$ cat src/rtl/ram_test_gen.sv
// RAM march-style test generator: writes (seed + addr) to every word, reads it back and
// checks it through an RD_LAT-deep expected-data pipeline. Define RAM_TEST_ERRCNT_EN to add err_cnt.
module ram_test_gen #(
    parameter int DW     = 8,
    parameter int AW     = 5,
    parameter int RD_LAT = 1
) (
    input  logic          clk,
    input  logic          rst_n,
    input  logic          start,
    input  logic          loop,
    output logic          ram_en,
    output logic          ram_we,
    output logic [AW-1:0] ram_addr,
    output logic [DW-1:0] ram_wr_data,
    input  logic [DW-1:0] ram_rd_data,
    output logic          busy,
    output logic          done,
    output logic          pass_ok,
    output logic          err_flag,
    output logic [15:0]   err_cnt
);
    typedef enum logic [2:0] {S_IDLE, S_WRITE, S_READ, S_DRAIN, S_DONE} state_t;

    localparam logic [AW-1:0] LAST_ADDR  = '1;
    localparam logic [2:0]    DRAIN_LAST = 3'(RD_LAT - 1);

    state_t                       state_q, state_d;
    logic                         ram_en_q, ram_en_d;
    logic                         ram_we_q, ram_we_d;
    logic [AW-1:0]                ram_addr_q, ram_addr_d;
    logic [DW-1:0]                ram_wr_data_q, ram_wr_data_d;
    logic                         busy_q, busy_d;
    logic                         done_q, done_d;
    logic                         pass_ok_q, pass_ok_d;
    logic                         err_flag_q, err_flag_d;
    logic                         pass_err_q, pass_err_d;
    logic [DW-1:0]                seed_q, seed_d;
    logic [2:0]                   drain_q, drain_d;
    logic [RD_LAT-1:0]            chk_vld_q, chk_vld_d;
    logic [RD_LAT-1:0][DW-1:0]    chk_exp_q, chk_exp_d;
    logic                         accept_start;
    logic                         mismatch;

    assign accept_start = (state_q == S_IDLE) && start;
    // The oldest pipeline stage lines up with the data returned for that read address.
    assign mismatch     = chk_vld_q[RD_LAT-1] && (ram_rd_data != chk_exp_q[RD_LAT-1]);

    always_comb begin
        // NOTE: every signal gets a default first so no path leaves it unassigned (no latches).
        state_d       = state_q;
        ram_en_d      = ram_en_q;
        ram_we_d      = ram_we_q;
        ram_addr_d    = ram_addr_q;
        ram_wr_data_d = ram_wr_data_q;
        done_d        = 1'b0;
        pass_ok_d     = pass_ok_q;
        err_flag_d    = err_flag_q;
        pass_err_d    = pass_err_q;
        seed_d        = seed_q;
        drain_d       = drain_q;

        chk_vld_d[0] = (state_q == S_READ);
        chk_exp_d[0] = seed_q + DW'(ram_addr_q);
        for (int i = 1; i < RD_LAT; i++) begin
            chk_vld_d[i] = chk_vld_q[i-1];
            chk_exp_d[i] = chk_exp_q[i-1];
        end

        if (mismatch) begin
            err_flag_d = 1'b1;
            pass_err_d = 1'b1;
        end

        case (state_q)
            S_IDLE: begin
                if (accept_start) begin
                    state_d       = S_WRITE;
                    ram_en_d      = 1'b1;
                    ram_we_d      = 1'b1;
                    ram_addr_d    = '0;
                    ram_wr_data_d = '0;
                    seed_d        = '0;
                    err_flag_d    = 1'b0;
                    pass_err_d    = 1'b0;
                end
            end
            S_WRITE: begin
                if (ram_addr_q == LAST_ADDR) begin
                    state_d    = S_READ;
                    ram_we_d   = 1'b0;
                    ram_addr_d = '0;
                end else begin
                    ram_addr_d    = ram_addr_q + AW'(1);
                    ram_wr_data_d = seed_q + DW'(ram_addr_q + AW'(1));
                end
            end
            S_READ: begin
                if (ram_addr_q == LAST_ADDR) begin
                    state_d  = S_DRAIN;
                    ram_en_d = 1'b0;
                    drain_d  = DRAIN_LAST;
                end else begin
                    ram_addr_d = ram_addr_q + AW'(1);
                end
            end
            S_DRAIN: begin
                if (drain_q == 3'd0) begin
                    // The final read is compared on this same edge, hence pass_err_d.
                    state_d   = S_DONE;
                    done_d    = 1'b1;
                    pass_ok_d = ~pass_err_d;
                end else begin
                    drain_d = drain_q - 3'd1;
                end
            end
            S_DONE: begin
                if (loop) begin
                    state_d       = S_WRITE;
                    ram_en_d      = 1'b1;
                    ram_we_d      = 1'b1;
                    ram_addr_d    = '0;
                    seed_d        = seed_q + DW'(1);
                    ram_wr_data_d = seed_q + DW'(1);
                    pass_err_d    = 1'b0;
                end else begin
                    state_d = S_IDLE;
                end
            end
            default: state_d = S_IDLE;
        endcase

        busy_d = (state_d != S_IDLE);
    end

    always_ff @(posedge clk or negedge rst_n) begin
        // NOTE: registers use non-blocking assignments so every flop samples pre-edge values.
        if (!rst_n) begin
            state_q       <= S_IDLE;
            ram_en_q      <= 1'b0;
            ram_we_q      <= 1'b0;
            ram_addr_q    <= '0;
            ram_wr_data_q <= '0;
            busy_q        <= 1'b0;
            done_q        <= 1'b0;
            pass_ok_q     <= 1'b0;
            err_flag_q    <= 1'b0;
            pass_err_q    <= 1'b0;
            seed_q        <= '0;
            drain_q       <= '0;
            // NOTE: the checker pipeline is reset, unlike a RAM array, so in-flight reads die with reset.
            chk_vld_q     <= '0;
            chk_exp_q     <= '0;
        end else begin
            state_q       <= state_d;
            ram_en_q      <= ram_en_d;
            ram_we_q      <= ram_we_d;
            ram_addr_q    <= ram_addr_d;
            ram_wr_data_q <= ram_wr_data_d;
            busy_q        <= busy_d;
            done_q        <= done_d;
            pass_ok_q     <= pass_ok_d;
            err_flag_q    <= err_flag_d;
            pass_err_q    <= pass_err_d;
            seed_q        <= seed_d;
            drain_q       <= drain_d;
            chk_vld_q     <= chk_vld_d;
            chk_exp_q     <= chk_exp_d;
        end
    end

`ifdef RAM_TEST_ERRCNT_EN
    logic [15:0] err_cnt_q, err_cnt_d;

    always_comb begin
        err_cnt_d = err_cnt_q;
        if (accept_start) begin
            err_cnt_d = '0;
        end else if (mismatch && (err_cnt_q != 16'hFFFF)) begin
            err_cnt_d = err_cnt_q + 16'd1;
        end
    end

    always_ff @(posedge clk or negedge rst_n) begin
        if (!rst_n) begin
            err_cnt_q <= '0;
        end else begin
            err_cnt_q <= err_cnt_d;
        end
    end

    assign err_cnt = err_cnt_q;
`else
    assign err_cnt = '0;
`endif

    assign ram_en      = ram_en_q;
    assign ram_we      = ram_we_q;
    assign ram_addr    = ram_addr_q;
    assign ram_wr_data = ram_wr_data_q;
    assign busy        = busy_q;
    assign done        = done_q;
    assign pass_ok     = pass_ok_q;
    assign err_flag    = err_flag_q;
endmodule

$ cat config.mk
export PLATFORM = sky130hd
export DESIGN_NAME = ram_test_gen
export DESIGN_NICKNAME = d
export VERILOG_FILES = /design/src/rtl/ram_test_gen.sv
export SDC_FILE = /design/constraint.sdc
export NUM_CORES = 1
export LEC_CHECK = 0
export ABC_AREA = 1
export BUFFER_PORTS_ARGS = -buffer_cell sky130_fd_sc_hd__buf_2
export CAP_MARGIN = 20
export CORE_AREA = 3 3 73 75
export DETAILED_ROUTE_END_ITERATION = 10
export DIE_AREA = 0 0 76 78
export PLACE_DENSITY = 0.8
export SLEW_MARGIN = 20
export SYNTH_ARGS = -nofsm -noshare
export SYNTH_HDL_FRONTEND = slang
export SYNTH_SLANG_ARGS = --single-unit
$ cat constraint.sdc
create_clock -name clk -period 1.95 [get_ports clk]
set_input_delay 0.0975 -clock clk [delete_from_list [all_inputs] [get_ports clk]]
set_output_delay 0.0975 -clock clk [all_outputs]
set_load 0.02 [all_outputs]
==> results of run 1 <==
==> kinds of logic after synthesis <==
family | count (synthesis)
flip-flops | 43
other | 1
AND/OR/NAND/NOR | 161
XOR/XNOR | 17
adder cells (fa/ha/maj) | 13
AO/OA/AOI/OAI | 41
buffers and inverters | 61
==> cell type report <==
cell class,instances,area [µm²]
sequential,43,1076
multi-input combinational,248,1323
inverter,40,155.1
clock inverter,3,43.79
timing repair buffer,40,227.7
fill,412,1745
clock buffer,5,68.82
tap,67,83.83
==> layout by cell type, fill, tap and decap left out, drive strengths merged, types with 5 or more instances in the layout <==
cell and n:
o21ai 24, nand2 99, inv 40, clkbuf 5
xnor2 9, dfrtp 43, ha 11, xor2 8
nand3 25, a21oi 12, conb 16, nor2 31
buf 39
==> worst max-delay path, stage by stage, from the launching register on <==
cell and delay, ns:
dfrtp_1 0.42, buf_4 0.14, ha_1 0.17, inv_1 0.07, fa_1 0.42, o21ai_0 0.27, xor2_1 0.25
==> where the power goes <==
part / leakage [nW] / internal (mW) / total [mW] / switching [mW]
Combinational: 0.975 / 0.606 / 1.60 / 0.996
Sequential: 0.552 / 1.17 / 1.38 / 0.210
Clock: 0.0581 / 0.382 / 0.704 / 0.322
Total: 1.58 / 2.16 / 3.69 / 1.53
==> registers in the layout, indices dropped and copies added (netlist names) <==
signal       flops
chk_exp_q        8
ram_wr_data      8
seed_q           8
ram_addr         5
drain_q          3
state_q          3
busy             1
chk_vld_q        1
done             1
err_flag         1
pass_err_q       1
pass_ok          1
ram_en           1
ram_we           1
==> routing by layer <==
metal	vias up	global-route usage	routed length [µm]
li1	1118	-	-
met3	22	0.04640	413
met2	91	0.3262	2592
met5	-	0	0
met4	0	0.1141	213
met1	990	0.2728	2532
==> what timing repair did <==
| action | CTS | global route |
|---|---|---|
| setup endpoints to repair | 0 | 5 |
| hold buffers | 1 | 0 |
| endpoints found under the hold margin | 16 | 0 |
| buffers inserted | 0 | 2 |
| resized for setup | 0 | 2 |
==> worst max path at each step <==
stage / startpoint / to
after floorplan: ram_addr[0] / ram_wr_data[4]
after CTS: ram_addr[0] / ram_we
after global placement: ram_addr[0] / ram_wr_data[4]
final: ram_addr[0] / chk_exp_q[4]
after detailed placement: ram_addr[0] / ram_wr_data[4]
after global routing: ram_addr[1] / ram_addr[4]
==> metrics by stage <==
step / util / setup slack, ns / instance area, µm²
after floorplan: - / 0.1325 / 2711
after global placement: 0.6008 / 0.2091 / 2838
after detailed placement: 0.6008 / 0.1314 / 2838
after CTS: 0.6268 / 0.1086 / 2960
after global routing: 0.6305 / 0.003817 / 2978
final: 0.6305 / 0.1213 / 2978
==> results_dict.tcl, run 1 <==
set metrics [dict create \
    nets 403 \
    netlist_instances 337 \
    drt-pass1-iter-count 5 \
    antenna_found_initial 0 \
    cts_buffers 5 \
    cts.clk_slew.worst_paths_ns 0.09 \
    power_mw 3.685 \
    holdPathStages 3 \
    synthDistinctLibCells 32 \
    ys_async_sr_fraction 1.000 \
    dp_hpwl_um 4336 \
    synth_fa_ha_area_frac 0.06692 \
    drt-initial-drc-count 115 \
    rr_worst_depth 6 \
    synth.mux.area_fraction 0 \
    synth_top_area_frac 0.4053 \
    fin_crit_ns 1.829 \
    ys_seq_area_frac 0.4053 \
    clock-sinks 43 \
    arrival_ns 2.03 \
    setup_viol 0 \
    insertion_delay_ns 0.30 \
    hp-class "in2reg" \
    synth_xor_area_frac 0.05608 \
    powerDensity_nw_per_um2 1238 \
    post-route-drc-count 0 \
    stdcell_count 446 \
    hold_path.startpoint "start" \
    irDropWorstVdd_mv 0.6944 \
    overflow 0 \
    yosys.area.top_type "dfrtp_1" \
    dieArea_um2 5928 \
    core_region_area_um2 4723 \
    synth_enable_flop_cells 0 \
    rrSetupSlack_ns 0.12 \
    fp.dieH_um 78 \
    clockBufferDepth 2 \
    ioPinCount 47 \
    viasPerCell 4.980 \
    syn_to_final_growth_pct 12.16 \
    route.antenna.remaining_nets 0 \
    cts_max_level 2 \
    die_width_um 76 \
    io_buffers 30 \
    cp.required_ns 2.15 \
    grt_pass1_vias 2179 \
    drive_gt1_frac 0.1926 \
    synth-compound-area-share 0.09284 \
    rows 25 \
    drv_slew 0 \
    setup_tns_ns 0 \
    period_share 0.9378 \
    worst_slew_pin_slew_ns 0.5008 \
    syn_area_um2 2655 \
    dp.cells 435 \
    run_status "finished clean" \
    fmax_mhz 546.8 \
    maxCapViolCount 0 \
    synth_warnings 0 \
    crit_path_max_fanout 5 \
    rsz0062_at_grt "false" \
    clock_skew_ns 0.007429 \
    synth_ff_type "dfrtp_1" \
    cp-start-kind "flip-flop" \
    grt_pass1_wl_um 9908 \
    whs_ns 0.1200 \
    initial_core_util 0.5621 \
    hold_viol 0 \
    grt_max_degree 28 \
    slew_headroom 0.6626 \
    ys_ff_latch 43 \
    r2r_start "ram_addr[0]" \
    worstSetupPathType "reg2reg" \
    wire_per_inst_um 12.90 \
    gp_congestion 0.9186 \
    vias 2221 \
    routed_wl_um 5752 \
    grt_usage 0.2095 \
    antennaDiodeCount 0 \
    root_buffer "clkbuf_8" \
    syn_avg_cell_area_um2 7.878 \
    crit_path_end_kind "flip-flop" \
    timing.rr.end "chk_exp_q[4]" \
    synth_common_cells "nand2_1, dfrtp_1, inv_1, nor2_1, nand3_1" \
    p_leak_nw 1.585 \
    synth_area_leaders "dfrtp_1, nand2_1, ha_1" \
    synth-simple-area-share 0.2587 \
    synth.most_common_cell "nand2_1" \
    synth_top_family_by_area "simple AND/OR/NAND/NOR gates" \
    holdPathEnd "err_flag" \
    cts_tree "yes" \
]
No activity file was read; power rests on OpenSTA's default activity.
==> run 2: changes to the inputs <==
--- a/config.mk
+++ b/config.mk
@@ -5,13 +5,12 @@
 export SDC_FILE = /design/constraint.sdc
 export NUM_CORES = 1
 export LEC_CHECK = 0
-export ABC_AREA = 1
 export BUFFER_PORTS_ARGS = -buffer_cell sky130_fd_sc_hd__buf_2
 export CAP_MARGIN = 20
-export CORE_AREA = 3 3 73 75
+export CORE_AREA = 3 3 75 77
 export DETAILED_ROUTE_END_ITERATION = 10
-export DIE_AREA = 0 0 76 78
-export PLACE_DENSITY = 0.8
+export DIE_AREA = 0 0 78 80
+export PLACE_DENSITY = 0.79
 export SLEW_MARGIN = 20
 export SYNTH_ARGS = -nofsm -noshare
 export SYNTH_HDL_FRONTEND = slang
==> run 2 against run 1 <==
Die area rose by 5.3%. Non-clock buffer count rose by 14. Clock-buffer cell count rose by 2. Synthesized area rose by 4.6%. Final area rose by 7.2%. Critical path depth rose by 2. Wire length rose by 4.6%. Cell count fell by 7.6%. Fmax fell by 5.2%. Combinational power fell by 93%. Critical path type unchanged.
==> results_dict.tcl, run 2 <==
set metrics [dict create \
    run_status "finished clean" \
    synth_warnings 0 \
    crit_path_end_kind "flip-flop" \
    grt_pass1_vias 2068 \
    rsz0062_at_grt "true" \
    syn_to_final_growth_pct 14.91 \
    clock_skew_ns 0.005818 \
    yosys.area.top_type "dfrtp_1" \
    final_common_cell "dfrtp_1" \
    ys_seq_area_frac 0.3874 \
    cts.clk_slew.worst_paths_ns 0.08 \
    viasPerCell 5.364 \
    synth_enable_flop_cells 0 \
    power_mw 1.566 \
    insertion_delay_ns 0.29 \
    post-route-drc-count 0 \
    period_share 0.9897 \
    crit_cells 8 \
    crit_chain "ha_4 > and3_4 > ha_4 > or3b_1 > a21oi_2 > nor2b_2 > o21ai_1 > o21ai_1" \
    mostFrequentLayoutCells "dfrtp_1, buf_2, buf_4, nand2_1, o21ai_1" \
    fin_crit_ns 1.930 \
    route.antenna.remaining_nets 0 \
    netlist_instances 294 \
    clock-sinks 43 \
    timing.rr.end "ram_addr[2]" \
    rrSetupSlack_ns 0.02 \
    synth_area_leaders "dfrtp_1, buf_4, ha_1" \
    setup_tns_ns 0 \
    synthDistinctLibCells 60 \
    initial_core_util 0.5473 \
    powerDensity_nw_per_um2 490.7 \
    ioPinCount 47 \
    drt-pass1-iter-count 5 \
    synth_common_cells "dfrtp_1, nand2_1, o21ai_1, buf_4, nor2_1" \
    syn_area_um2 2778 \
    grt_usage 0.2037 \
    synth.most_common_cell "dfrtp_1" \
    hp-class "in2reg" \
    dp.cells 400 \
    io_buffers 30 \
    rr_worst_depth 8 \
    cp-start-kind "flip-flop" \
    overflow 0 \
    routed_wl_um 6018 \
    dieArea_um2 6240 \
    antennaDiodeCount 0 \
    antenna_found_initial 0 \
    critical_path.max_stage_delay_ns 0.47 \
    dp_hpwl_um 4500 \
    worstSetupPathType "reg2reg" \
    cp.buffers_inverters 0 \
    critical-path-slowest-cell "dfrtp_2" \
    nFillCells 445 \
    path_delay_family "simple AND/OR/NAND/NOR gates" \
    crit_path_end "ram_addr[2]" \
    ys_ff_latch 43 \
    cts_max_level 2 \
    nets 367 \
    arrival_ns 2.15 \
    stdcell_count 412 \
    crit_path_max_fanout 7 \
    whs_ns 0.2021 \
    fp.dieH_um 80 \
    syn_avg_cell_area_um2 9.448 \
    vias 2210 \
    fmax_mhz 518.2 \
    hold_viol 0 \
    synth_top_area_frac 0.3874 \
    grt_pass1_wl_um 9880 \
    root_buffer "clkbuf_8" \
    gp_congestion 0.8919 \
    die_width_um 78 \
    cts_tree "yes" \
    core_region_area_um2 5075 \
    synth_ff_type "dfrtp_1" \
    r2r_start "ram_addr[0]" \
    ys_async_sr_fraction 1.000 \
    crit_start "ram_addr[0]" \
    drive_gt1_frac 0.2573 \
    wire_per_inst_um 14.61 \
    cp.required_ns 2.17 \
    cts_buffers 5 \
    maxCapViolCount 0 \
    irDropWorstVdd_mv 0.3539 \
    drv_slew 0 \
    clockBufferDepth 2 \
    grt_max_degree 29 \
    setup_viol 0 \
    p_leak_nw 1.517 \
    rows 26 \
    drt-initial-drc-count 93 \
]
run 2: layout make-up:
cell class                      instances  area (µm²)  area share
Clock buffer                            7       76.32     0.02391
Inverter                               14       52.55     0.01646
Multi-Input combinational cell        224        1564      0.4900
Sequential cell                        43        1079      0.3379
Tap cell                               70       87.58     0.02744
Timing Repair Buffer                   54       332.8      0.1043
run 2: metal layers:
layer | global-route usage | part of all wire | vias up
li1 | - | - | 1083
met1 | 0.2699 | 0.46 | 1046
met2 | 0.3382 | 0.47 | 75
met3 | 0.03837 | 0.056 | 6
met4 | 0.06294 | 0.014 | 0
met5 | 0 | 0 | -
run 2: through the flow:
stage | util | worst slack (ns) | instance area, µm²
6_report | 0.6289 | 0.02007 | 3192
5_1_grt | 0.6289 | -0.08721 | 3192
4_1_cts | 0.6183 | 0.02300 | 3138
3_5_place_dp | 0.6013 | 0.04167 | 3052
3_3_place_gp | 0.6013 | 0.07729 | 3052
2_1_floorplan | - | -0.01416 | 2875
run 2: worst min path at each step:
stage	slack, ns	cells past startpoint	to	startpoint
after floorplan	-0.20	0	busy	rst_n
after global placement	0.03	1	chk_exp_q[7]	rst_n
after detailed placement	0.03	1	chk_exp_q[7]	rst_n
after CTS	0.21	3	ram_addr[3]	loop
after global routing	0.23	3	ram_addr[3]	loop
final	0.20	3	ram_addr[3]	loop
run 2: report_power, final:
| part | internal, mW | total [mW] | leakage [nW] | switching [mW] |
|---|---|---|---|---|
| Clock | 0.247 | 0.540 | 0.0383 | 0.293 |
| Combinational | 0.0349 | 0.117 | 0.947 | 0.0826 |
| Sequential | 0.902 | 0.909 | 0.532 | 0.00687 |
run 2: worst register-to-register path: cells and delay by family, from the launching register on:
family,cells,cell delay (ns)
AO/OA/AOI/OAI,3,0.32
adder cells (fa/ha/maj),2,0.38
flip-flops,1,0.47
AND/OR/NAND/NOR,3,0.70
run 2: timing repair:
item | 4_1_cts | 5_1_grt
endpoints found under the setup margin | 0 | 12
resized for setup | 0 | 9
hold buffers | 1 | 0
buffers inserted | 0 | 4
hold endpoints to repair | 15 | 0
run 2: kinds of logic (layout without fill, tap and decap cells):
family          Yosys count  in the layout  synth area share
other cells               1             16          0.001350
compound gates           79             79            0.1896
simple gates             90             90            0.1820
flops                    43             43            0.3874
mux                       6              6           0.02252
fa+ha+maj                13             13           0.06396
xor+xnor                 20             20           0.06306
buf+inv                  42             75           0.09009
